`src/rtl/sram_access_sequencer_pkg.sv`:
```
// Shared types and helpers for the SRAM access sequencer: state encoding,
// default phase lengths and the bank-select priority function.
package sram_seq_pkg;

  typedef enum logic [1:0] {
    IDLE  = 2'd0,
    SETUP = 2'd1,
    PULSE = 2'd2,
    HOLD  = 2'd3
  } state_e;

  localparam int DEF_SETUP_CYCLES = 1;
  localparam int DEF_PULSE_CYCLES = 2;
  localparam int DEF_HOLD_CYCLES  = 1;
  localparam int DEF_CNT_WIDTH    = 4;

  // Scanning downwards leaves the lowest set index as the final answer.
  function automatic logic [4:0] lowest_set_bit(input logic [31:0] vec);
    logic [4:0] idx;
    idx = 5'd0;
    for (int i = 31; i >= 0; i--) begin
      if (vec[i]) begin
        idx = 5'(i);
      end else begin
        idx = idx;
      end
    end
    return idx;
  endfunction

endpackage

```
`src/rtl/sram_access_sequencer_phase_counter.sv`:
```
// Loadable down-counter shared by the setup, pulse and hold phases;
// terminal count is flagged while the count sits at zero.
module sram_phase_counter #(
  parameter int CNT_WIDTH = 4
) (
  input  logic                 clk_i,
  input  logic                 rst_i,
  input  logic                 load_i,
  input  logic [CNT_WIDTH-1:0] load_val_i,
  output logic                 tc_o
);

  logic [CNT_WIDTH-1:0] count_q;
  logic [CNT_WIDTH-1:0] count_d;

  // Next count: load wins, otherwise decrement and rest at zero.
  always_comb begin
    count_d = count_q;
    if (load_i) begin
      count_d = load_val_i;
    end else if (count_q != {CNT_WIDTH{1'b0}}) begin
      count_d = count_q - {{(CNT_WIDTH-1){1'b0}}, 1'b1};
    end else begin
      count_d = count_q;
    end
  end

  // Count register.
  always_ff @(posedge clk_i or posedge rst_i) begin
    if (rst_i) begin
      count_q <= {CNT_WIDTH{1'b0}};
    end else begin
      count_q <= count_d;
    end
  end

  assign tc_o = (count_q == {CNT_WIDTH{1'b0}});

endmodule

```
`src/rtl/sram_access_sequencer.sv`:
```
// Turns a one-cycle decoder request into a timed asynchronous-SRAM cycle
// (setup / strobe / hold) with registered pins, read capture and CPU stretch.
module sram_access_sequencer
  import sram_seq_pkg::*;
#(
  parameter int ADDR_WIDTH   = 15,
  parameter int DATA_WIDTH   = 8,
  parameter int NUM_BANKS    = 2,
  parameter int SETUP_CYCLES = DEF_SETUP_CYCLES,
  parameter int PULSE_CYCLES = DEF_PULSE_CYCLES,
  parameter int HOLD_CYCLES  = DEF_HOLD_CYCLES,
  parameter int CNT_WIDTH    = DEF_CNT_WIDTH
) (
  input  logic                  i_clk,
  input  logic                  i_reset,
  input  logic                  i_req,
  input  logic [NUM_BANKS-1:0]  i_sel,
  input  logic                  i_RW,
  input  logic [ADDR_WIDTH-1:0] i_addr,
  input  logic [DATA_WIDTH-1:0] i_wdata,
  input  logic [DATA_WIDTH-1:0] i_dq,
  output logic [ADDR_WIDTH-1:0] o_addr,
  output logic [DATA_WIDTH-1:0] o_dq,
  output logic                  o_dq_oe,
  output logic                  o_WE,
  output logic                  o_RE,
  output logic [NUM_BANKS-1:0]  o_CE,
  output logic [NUM_BANKS-1:0]  o_CE2,
  output logic [DATA_WIDTH-1:0] o_rdata,
  output logic                  o_busy,
  output logic                  o_done,
  output logic                  o_MRDY,
  output logic                  o_overrun
);

  localparam int BANK_W = (NUM_BANKS > 1) ? $clog2(NUM_BANKS) : 1;

  localparam logic [1:0] ST_IDLE  = IDLE;
  localparam logic [1:0] ST_SETUP = SETUP;
  localparam logic [1:0] ST_PULSE = PULSE;
  localparam logic [1:0] ST_HOLD  = HOLD;

  // A phase of N cycles starts the counter at N-1 and leaves on terminal count.
  localparam logic [CNT_WIDTH-1:0] S_LOAD = CNT_WIDTH'((SETUP_CYCLES > 0) ? SETUP_CYCLES - 1 : 0);
  localparam logic [CNT_WIDTH-1:0] P_LOAD = CNT_WIDTH'((PULSE_CYCLES > 0) ? PULSE_CYCLES - 1 : 0);
  localparam logic [CNT_WIDTH-1:0] H_LOAD = CNT_WIDTH'((HOLD_CYCLES > 0) ? HOLD_CYCLES - 1 : 0);

  logic [1:0]            state_q, state_d;
  logic                  rw_q, rw_d;
  logic [ADDR_WIDTH-1:0] addr_q, addr_d;
  logic [DATA_WIDTH-1:0] wdata_q, wdata_d;
  logic [BANK_W-1:0]     bank_q, bank_d;
  logic [DATA_WIDTH-1:0] rdata_q, rdata_d;
  logic [NUM_BANKS-1:0]  ce_q, ce_d;
  logic [NUM_BANKS-1:0]  ce2_q, ce2_d;
  logic                  we_q, we_d;
  logic                  re_q, re_d;
  logic                  dq_oe_q, dq_oe_d;
  logic                  busy_q, busy_d;
  logic                  done_q, done_d;
  logic                  mrdy_q, mrdy_d;
  logic                  overrun_q, overrun_d;

  logic                  accept_s;
  logic                  load_s;
  logic [CNT_WIDTH-1:0]  load_val_s;
  logic                  tc_s;
  logic                  pulse_s;

  assign accept_s = (state_q == ST_IDLE) && i_req && (i_sel != {NUM_BANKS{1'b0}});

  sram_phase_counter #(
    .CNT_WIDTH (CNT_WIDTH)
  ) u_phase_cnt (
    .clk_i      (i_clk),
    .rst_i      (i_reset),
    .load_i     (load_s),
    .load_val_i (load_val_s),
    .tc_o       (tc_s)
  );

  // Phase sequencing and counter reload on each phase entry.
  always_comb begin
    state_d    = state_q;
    load_s     = 1'b0;
    load_val_s = {CNT_WIDTH{1'b0}};
    case (state_q)
      ST_IDLE: begin
        if (accept_s) begin
          load_s = 1'b1;
          if (SETUP_CYCLES > 0) begin
            state_d    = ST_SETUP;
            load_val_s = S_LOAD;
          end else begin
            state_d    = ST_PULSE;
            load_val_s = P_LOAD;
          end
        end else begin
          state_d = ST_IDLE;
        end
      end
      ST_SETUP: begin
        if (tc_s) begin
          state_d    = ST_PULSE;
          load_s     = 1'b1;
          load_val_s = P_LOAD;
        end else begin
          state_d = ST_SETUP;
        end
      end
      ST_PULSE: begin
        if (tc_s) begin
          if (HOLD_CYCLES > 0) begin
            state_d    = ST_HOLD;
            load_s     = 1'b1;
            load_val_s = H_LOAD;
          end else begin
            state_d = ST_IDLE;
          end
        end else begin
          state_d = ST_PULSE;
        end
      end
      ST_HOLD: begin
        if (tc_s) begin
          state_d = ST_IDLE;
        end else begin
          state_d = ST_HOLD;
        end
      end
      default: begin
        state_d = ST_IDLE;
      end
    endcase
  end

  // Access attributes are frozen at acceptance and ignore later input changes.
  always_comb begin
    rw_d    = rw_q;
    addr_d  = addr_q;
    wdata_d = wdata_q;
    bank_d  = bank_q;
    if (accept_s) begin
      rw_d    = i_RW;
      addr_d  = i_addr;
      wdata_d = i_wdata;
      bank_d  = BANK_W'(lowest_set_bit(32'(i_sel)));
    end else begin
      rw_d    = rw_q;
      addr_d  = addr_q;
      wdata_d = wdata_q;
      bank_d  = bank_q;
    end
  end

  // Pin and status values are decoded from the next state so every output is a flop.
  always_comb begin
    busy_d  = (state_d != ST_IDLE);
    pulse_s = (state_d == ST_PULSE);
    for (int b = 0; b < NUM_BANKS; b++) begin
      ce_d[b] = ~(busy_d && (bank_d == BANK_W'(b)));
    end
    ce2_d     = ~ce_d;
    we_d      = ~(pulse_s && !rw_d);
    re_d      = ~(pulse_s && rw_d);
    dq_oe_d   = busy_d && !rw_d;
    done_d    = (state_q != ST_IDLE) && (state_d == ST_IDLE);
    mrdy_d    = ~busy_d;
    overrun_d = (state_q != ST_IDLE) && i_req;
  end

  // Read data is sampled on the edge that closes the final strobe cycle.
  always_comb begin
    rdata_d = rdata_q;
    if ((state_q == ST_PULSE) && tc_s && rw_q) begin
      rdata_d = i_dq;
    end else begin
      rdata_d = rdata_q;
    end
  end

  // State, latched access and output registers.
  always_ff @(posedge i_clk or posedge i_reset) begin
    if (i_reset) begin
      state_q   <= ST_IDLE;
      rw_q      <= 1'b1;
      addr_q    <= {ADDR_WIDTH{1'b0}};
      wdata_q   <= {DATA_WIDTH{1'b0}};
      bank_q    <= {BANK_W{1'b0}};
      rdata_q   <= {DATA_WIDTH{1'b0}};
      ce_q      <= {NUM_BANKS{1'b1}};
      ce2_q     <= {NUM_BANKS{1'b0}};
      we_q      <= 1'b1;
      re_q      <= 1'b1;
      dq_oe_q   <= 1'b0;
      busy_q    <= 1'b0;
      done_q    <= 1'b0;
      mrdy_q    <= 1'b1;
      overrun_q <= 1'b0;
    end else begin
      state_q   <= state_d;
      rw_q      <= rw_d;
      addr_q    <= addr_d;
      wdata_q   <= wdata_d;
      bank_q    <= bank_d;
      rdata_q   <= rdata_d;
      ce_q      <= ce_d;
      ce2_q     <= ce2_d;
      we_q      <= we_d;
      re_q      <= re_d;
      dq_oe_q   <= dq_oe_d;
      busy_q    <= busy_d;
      done_q    <= done_d;
      mrdy_q    <= mrdy_d;
      overrun_q <= overrun_d;
    end
  end

  assign o_addr    = addr_q;
  assign o_dq      = wdata_q;
  assign o_dq_oe   = dq_oe_q;
  assign o_WE      = we_q;
  assign o_RE      = re_q;
  assign o_CE      = ce_q;
  assign o_CE2     = ce2_q;
  assign o_rdata   = rdata_q;
  assign o_busy    = busy_q;
  assign o_done    = done_q;
  assign o_MRDY    = mrdy_q;
  assign o_overrun = overrun_q;

endmodule

```
`config.mk`:
```
export PLATFORM = sky130hd
export DESIGN_NAME = sram_access_sequencer
export DESIGN_NICKNAME = d
export VERILOG_FILES = /design/src/rtl/sram_access_sequencer_pkg.sv /design/src/rtl/sram_access_sequencer_phase_counter.sv /design/src/rtl/sram_access_sequencer.sv
export SDC_FILE = /design/constraint.sdc
export NUM_CORES = 1
export LEC_CHECK = 0
export ABC_CLOCK_PERIOD_IN_PS = 2500
export BUFFER_PORTS_ARGS = -buffer_cell sky130_fd_sc_hd__buf_2
export CORE_UTILIZATION = 50
export CTS_BUF_LIST = sky130_fd_sc_hd__clkbuf_8
export DETAILED_ROUTE_END_ITERATION = 8
export GPL_TIMING_DRIVEN = 0
export PLACE_DENSITY = 0.8
export SYNTH_ARGS = -nofsm -noshare
export SYNTH_HDL_FRONTEND = slang
export SYNTH_SLANG_ARGS = --single-unit
```
`constraint.sdc`:
```
create_clock -name i_clk -period 2.5 [get_ports i_clk]
set_input_delay 0.5 -clock i_clk [delete_from_list [all_inputs] [get_ports i_clk]]
set_output_delay 0.5 -clock i_clk [all_outputs]
set_load 0.02 [all_outputs]
```
; Word level (Yosys, flattened, before mapping)
; Cells that the tools add are included.
[totals]
ff_bits = 50
input_bits = 37
out_inout_bits = 42
[op_classes]
n_addsub = 1
eq_ne = 4
n_mux = 16
n_bitwise = 7
reduce_logical = 21
[ops]
columns = operator, count
row1 = $logic_and 1x1->1, 11
row2 = $mux 1, 10
row3 = $mux 4, 2
row4 = $pmux 2 s4, 1
row5 = $reduce_bool 2->1, 4
row6 = $eq 2x2->1 const B, 3
row7 = $not 1->1, 6
row8 = $logic_not 2->1, 2
row9 = $logic_not 4->1, 1
row10 = $mux 2, 2
row11 = $reduce_bool 4->1, 1
row12 = $sub 4x1->4 const B, 1
row13 = $eq 2x1->1 const B, 1
row14 = $not 2->2, 1
row15 = $pmux 1 s2, 1
row16 = $reduce_or 2->1, 1
row17 = $logic_not 1->1, 1

; Depth between registers and ports, before layout
[depth]
depth_word = 9
depth_mapped = 7
mapped_depth_nobuf = 5

; By module
; Synthesis repeated with hierarchy kept, for this count alone.
[unflattened]
cells_unflattened = 197
hier_area_um2 = 2103.3
[by_module_without_submodules]
columns = module, instances, cells_each, area_each_um2, seq_area_each_um2
row1 = sram_access_sequencer, 1, 174, 1866.8, 1158.6
row2 = sram_phase_counter, 1, 23, 236.5, 100.1

; Least setup slack after synthesis
; OpenSTA, ideal clock, no wires.
[synth_path]
kind = reg-to-reg
from = reg u_phase_cnt.count_q[0]
to = reg rdata_q[0], in the netlist o_rdata[0]
arrival_time_ps = 1617
required_ps = 2373
setup_slack_ps = 755
path_stages_with_launch = 7
path_buffers = 1
cell_sequence = dfrtp_1 inv_1 ha_1 nor3b_1 and3_1 buf_4 mux2_1
[synth_between]
elab_chain_cells = 3
[synth_rtl]
columns = item, line
row1 = from (decl), sram_access_sequencer_phase_counter.sv:13  ; logic [CNT_WIDTH-1:0] count_q;
row2 = from (signal assigned), sram_access_sequencer_phase_counter.sv:31  ; count_q <= {CNT_WIDTH{1'b0}};
row3 = from (signal assigned), sram_access_sequencer_phase_counter.sv:33  ; count_q <= count_d;
row4 = $logic_not 4->1, sram_access_sequencer_phase_counter.sv:37  ; assign tc_o = (count_q == {CNT_WIDTH{1'b0}});
row5 = $logic_and 1x1->1 (2 in a row), sram_access_sequencer.sv:175  ; if ((state_q == ST_PULSE) && tc_s && rw_q) begin
row6 = to (signal assigned), sram_access_sequencer.sv:190  ; rdata_q <= {DATA_WIDTH{1'b0}};
row7 = to (signal assigned), sram_access_sequencer.sv:206  ; rdata_q <= rdata_d;
row8 = to (decl), sram_access_sequencer.sv:53  ; logic [DATA_WIDTH-1:0] rdata_q, rdata_d;
; Every way passes these cells.
; A chain may end at the register's enable or synchronous reset.

; Worst setup path in the final report
[layout_path]
from = reg u_phase_cnt.count_q[0]
to = reg rdata_q[5], in the netlist o_rdata[5]
; The elaborated chain is that of the path after synthesis.

==> impl_metrics.toml <==
[sta]
maxClockFrequency_mhz = 511.4
relative_slew_slack_pct = 68.55
slew_viol_final = 0
finalCritPeriodShare_pct = 78.22
fin_tns_setup_ns = 0
fin_skew_ns = 0.01045
finalSetupViolations = 0
period_minus_slack_ns = 1.955
worst_pin_slew_ns = 0.4711
hold_ws_ns = 0.1899
timing_hold_violations_final = 0
unrepaired_setup_endpoints_after_global_routing = "false"

[cts]
post_cts.resized_instances = 0
clkLatencyLatePin_ns = 0.31
htree_levels = 2
cts.repair_timing.setup_buffer_count = 0
cts-buffers-inserted = 5
cts_sinks = 50
root_buffer = "sky130_fd_sc_hd__clkbuf_8"
cts_hold_buffers = 0
cts.path.max_buffers = 2
clk_pin_slew_worst_paths_ns = 0.10
tritoncts = "yes"

[detailed_routing]
vias_per_cell = 4.955
detailedRoute.firstIterationViolations = 112
remaining_drc_errors = 0
drt-wirelength-per-cell_um = 13.15
drt-total-wl_um = 4367
antenna_violating_nets_post_route = 0
initial_drt_pass_iterations = 4
routed-via-count = 1645

[floorplan]
core_area_um2 = 4000
design.portCount = 79
die_width_um = 66.49
floorplan.rows = 23
die-area_um2 = 4421
floorplan.initialDensity_pct = 51.99
die-height_um = 66.49

[logic_synthesis]
synth_area_um2 = 2079
synth.yosys.seq_area_share_pct = 60.53
synth.avg_cell_area_um2 = 10.66
post_synth_num_cell_types = 39
netlist.top_cell.by_area = "sky130_fd_sc_hd__dfrtp_1"
synth.ff_latch_count = 50
postSynthNetCount = 239
synth_top_cell_area_share_pct = 52.95
yosys-top-cells-area = "sky130_fd_sc_hd__dfrtp_1 (53%), sky130_fd_sc_hd__nand2_1 (14%), sky130_fd_sc_hd__dfstp_2 (7.6%)"
synthesis.yosys.warnings = 0
synthCells = 195

[layout]
num_antenna_cells = 0
final_util_pct = 66.63
most-common-layout-cells = "sky130_fd_sc_hd__buf_2 (79), sky130_fd_sc_hd__nand2_1 (75), sky130_fd_sc_hd__dfrtp_1 (44)"
mostFrequentLayoutCell = "sky130_fd_sc_hd__buf_2"
post_route_cells_drive_above_1_share_pct = 36.88
areaGrowthSynthToFinish_pct = 28.16
ff_latch_area_um2 = 1259
design.final.nets = 325
final_cell_count_no_fill = 332
fillers = 324
multiInputGateArea_um2 = 755.7

[min_path]
hold_class = "input pin to asynchronous set/reset pin"

[placement]
place_hpwl_um = 3208
place.port_buffers = 78
gp_congestion = 0.7969
place.detailed.instances = 324

[global_route]
first_pass_grt_wire_length_um = 6782
grt_pass1_vias = 1485
grt_max_degree = 30
antenna_violations_before_repair = 0
gr-usage-all-layers_pct = 20.78
overflow = 0

[setup_path]
crit_path_end_kind = "flip-flop"
worst-endpoint-required_ns = 2.68
crit_type = "flip-flop to flip-flop"
worstSetupStartpointType = "flip-flop"
cp_data_arrival_time_ns = 2.14
cp-startpoint = "u_phase_cnt.count_q[0]"
rr_startpoint = "u_phase_cnt.count_q[0]"
timing.critical_path.fanout_max = 8

[power]
power_report.internal_total_mw = 1.988
share_clk_of_total_power_pct = 17.2
seq_power_share_pct = 39.5
power.density_nw_per_um2 = 1246
power.net_switching_mw = 1.332
worst_ir_drop_vdd_uv = 683.6
comb_power_share_pct = 43.4
swShare_pct = 40.11
leakage_nw = 1.477

[run_status]
status = "complete, no violations"

[flow_run]
maxCapViolCount = 0
## flip-flops by register name, indices dropped and copies added (netlist names), 2 cells and up
register             flops
o_rdata                  8
o_CE                     2
o_dq                     8
o_CE2                    2
o_addr                  15
state_q                  2
u_phase_cnt.count_q      4
## critical path, cell delays in order, from the launching register on
cell and delay (ns):
sky130_fd_sc_hd__dfrtp_1 0.42, sky130_fd_sc_hd__inv_1 0.11, sky130_fd_sc_hd__ha_1 0.20, sky130_fd_sc_hd__nor3b_1 0.39, sky130_fd_sc_hd__and3_1 0.21, sky130_fd_sc_hd__buf_4 0.17
sky130_fd_sc_hd__mux2_1 0.34
## cell usage after synthesis
| master | count |
|---|---|
| sky130_fd_sc_hd__a211o_1 | 1 |
| sky130_fd_sc_hd__a211oi_2 | 1 |
| sky130_fd_sc_hd__a21oi_1 | 4 |
| sky130_fd_sc_hd__a31oi_1 | 2 |
| sky130_fd_sc_hd__and2_1 | 1 |
| sky130_fd_sc_hd__and3_1 | 2 |
| sky130_fd_sc_hd__buf_1 | 1 |
| sky130_fd_sc_hd__buf_2 | 1 |
| sky130_fd_sc_hd__buf_4 | 1 |
| sky130_fd_sc_hd__buf_6 | 1 |
| sky130_fd_sc_hd__clkbuf_1 | 4 |
| sky130_fd_sc_hd__dfrtp_1 | 44 |
| sky130_fd_sc_hd__dfstp_2 | 6 |
| sky130_fd_sc_hd__ha_1 | 7 |
| sky130_fd_sc_hd__inv_1 | 6 |
| sky130_fd_sc_hd__mux2_1 | 8 |
| sky130_fd_sc_hd__mux2_2 | 2 |
| sky130_fd_sc_hd__mux2i_1 | 1 |
| sky130_fd_sc_hd__nand2_1 | 75 |
| sky130_fd_sc_hd__nand2b_1 | 2 |
| sky130_fd_sc_hd__nand3_1 | 1 |
| sky130_fd_sc_hd__nand4bb_1 | 1 |
| sky130_fd_sc_hd__nor2_1 | 3 |
| sky130_fd_sc_hd__nor2b_1 | 1 |
| sky130_fd_sc_hd__nor3_1 | 3 |
| sky130_fd_sc_hd__nor3b_1 | 1 |
| sky130_fd_sc_hd__o2111ai_1 | 1 |
| sky130_fd_sc_hd__o211a_1 | 1 |
| sky130_fd_sc_hd__o211ai_2 | 1 |
| sky130_fd_sc_hd__o21a_1 | 1 |
| sky130_fd_sc_hd__o21ai_0 | 2 |
| sky130_fd_sc_hd__o221a_2 | 1 |
| sky130_fd_sc_hd__o221ai_1 | 1 |
| sky130_fd_sc_hd__o31a_1 | 1 |
| sky130_fd_sc_hd__o32ai_1 | 1 |
| sky130_fd_sc_hd__or2_2 | 2 |
| sky130_fd_sc_hd__or3_1 | 1 |
| sky130_fd_sc_hd__or3b_1 | 1 |
| sky130_fd_sc_hd__xnor2_1 | 1 |
## worst paths after layout
check / to / slack (ns) / cells past startpoint
setup / recovery: o_rdata[5] / 0.54 / 6
hold / removal: o_addr[5] / 0.19 / 2
setup reg to reg: o_rdata[5] / 0.54 / 6
hold reg to reg: o_dq[2] / 0.47 / 2
max in group asynchronous: o_RE / 1.72 / 3
min in group i_clk: o_addr[9] / 0.38 / 3
## power by group through the flow
| stage | combinational, mW | sequential (mW) | clock (mW) |
|---|---|---|---|
| 6_report | 1.44 | 1.31 | 0.570 |
| 5_1_grt | 1.57 | 1.36 | 0.615 |
| 4_1_cts | 1.45 | 1.31 | 0.580 |
| 3_5_place_dp | 1.44 | 1.33 | 0 |
| 3_3_place_gp | 1.39 | 1.30 | 0 |
| 2_1_floorplan | 0.626 | 1.67 | 0 |
## routing by layer
metal	GRT usage, %	share of wire, %	up-vias
met3	5.137	3.0	8
li1	-	-	807
met5	0	0	-
met2	36.73	54	35
met4	6.915	1.6	0
met1	24.50	41	795
## logic make-up (layout without fill, tap and decap cells)
| family | after synthesis | after routing | synth area share [%] |
|---|---|---|---|
| AND/OR/NAND/NOR | 94 | 94 | 19.07 |
| flip-flops | 50 | 50 | 60.53 |
| AO/OA/AOI/OAI | 18 | 18 | 6.739 |
| buffers and inverters | 14 | 101 | 3.128 |
| multiplexers | 11 | 11 | 5.897 |
| adder cells (fa/ha/maj) | 7 | 7 | 4.212 |
| XOR/XNOR | 1 | 1 | 0.4213 |
## through the flow
step / total power, mW / area [um^2] / setup slack, ns
2_1_floorplan: 2.293 / 2079 / 0.7553
3_3_place_gp: 2.694 / 2532 / 0.2243
3_5_place_dp: 2.771 / 2552 / 0.5482
4_1_cts: 3.348 / 2665 / 0.5357
5_1_grt: 3.543 / 2665 / 0.3756
6_report: 3.320 / 2665 / 0.5445
## layout make-up
class,count,share of cell area (%)
Timing Repair Buffer,79,15.40
Clock inverter,3,1.643
Multi-Input combinational cell,131,28.36
Clock buffer,5,2.582
Tap cell,50,2.347
Buffer,8,1.596
Sequential cell,50,47.23
Inverter,6,0.8451
No activity file was read; power rests on OpenSTA's default activity.
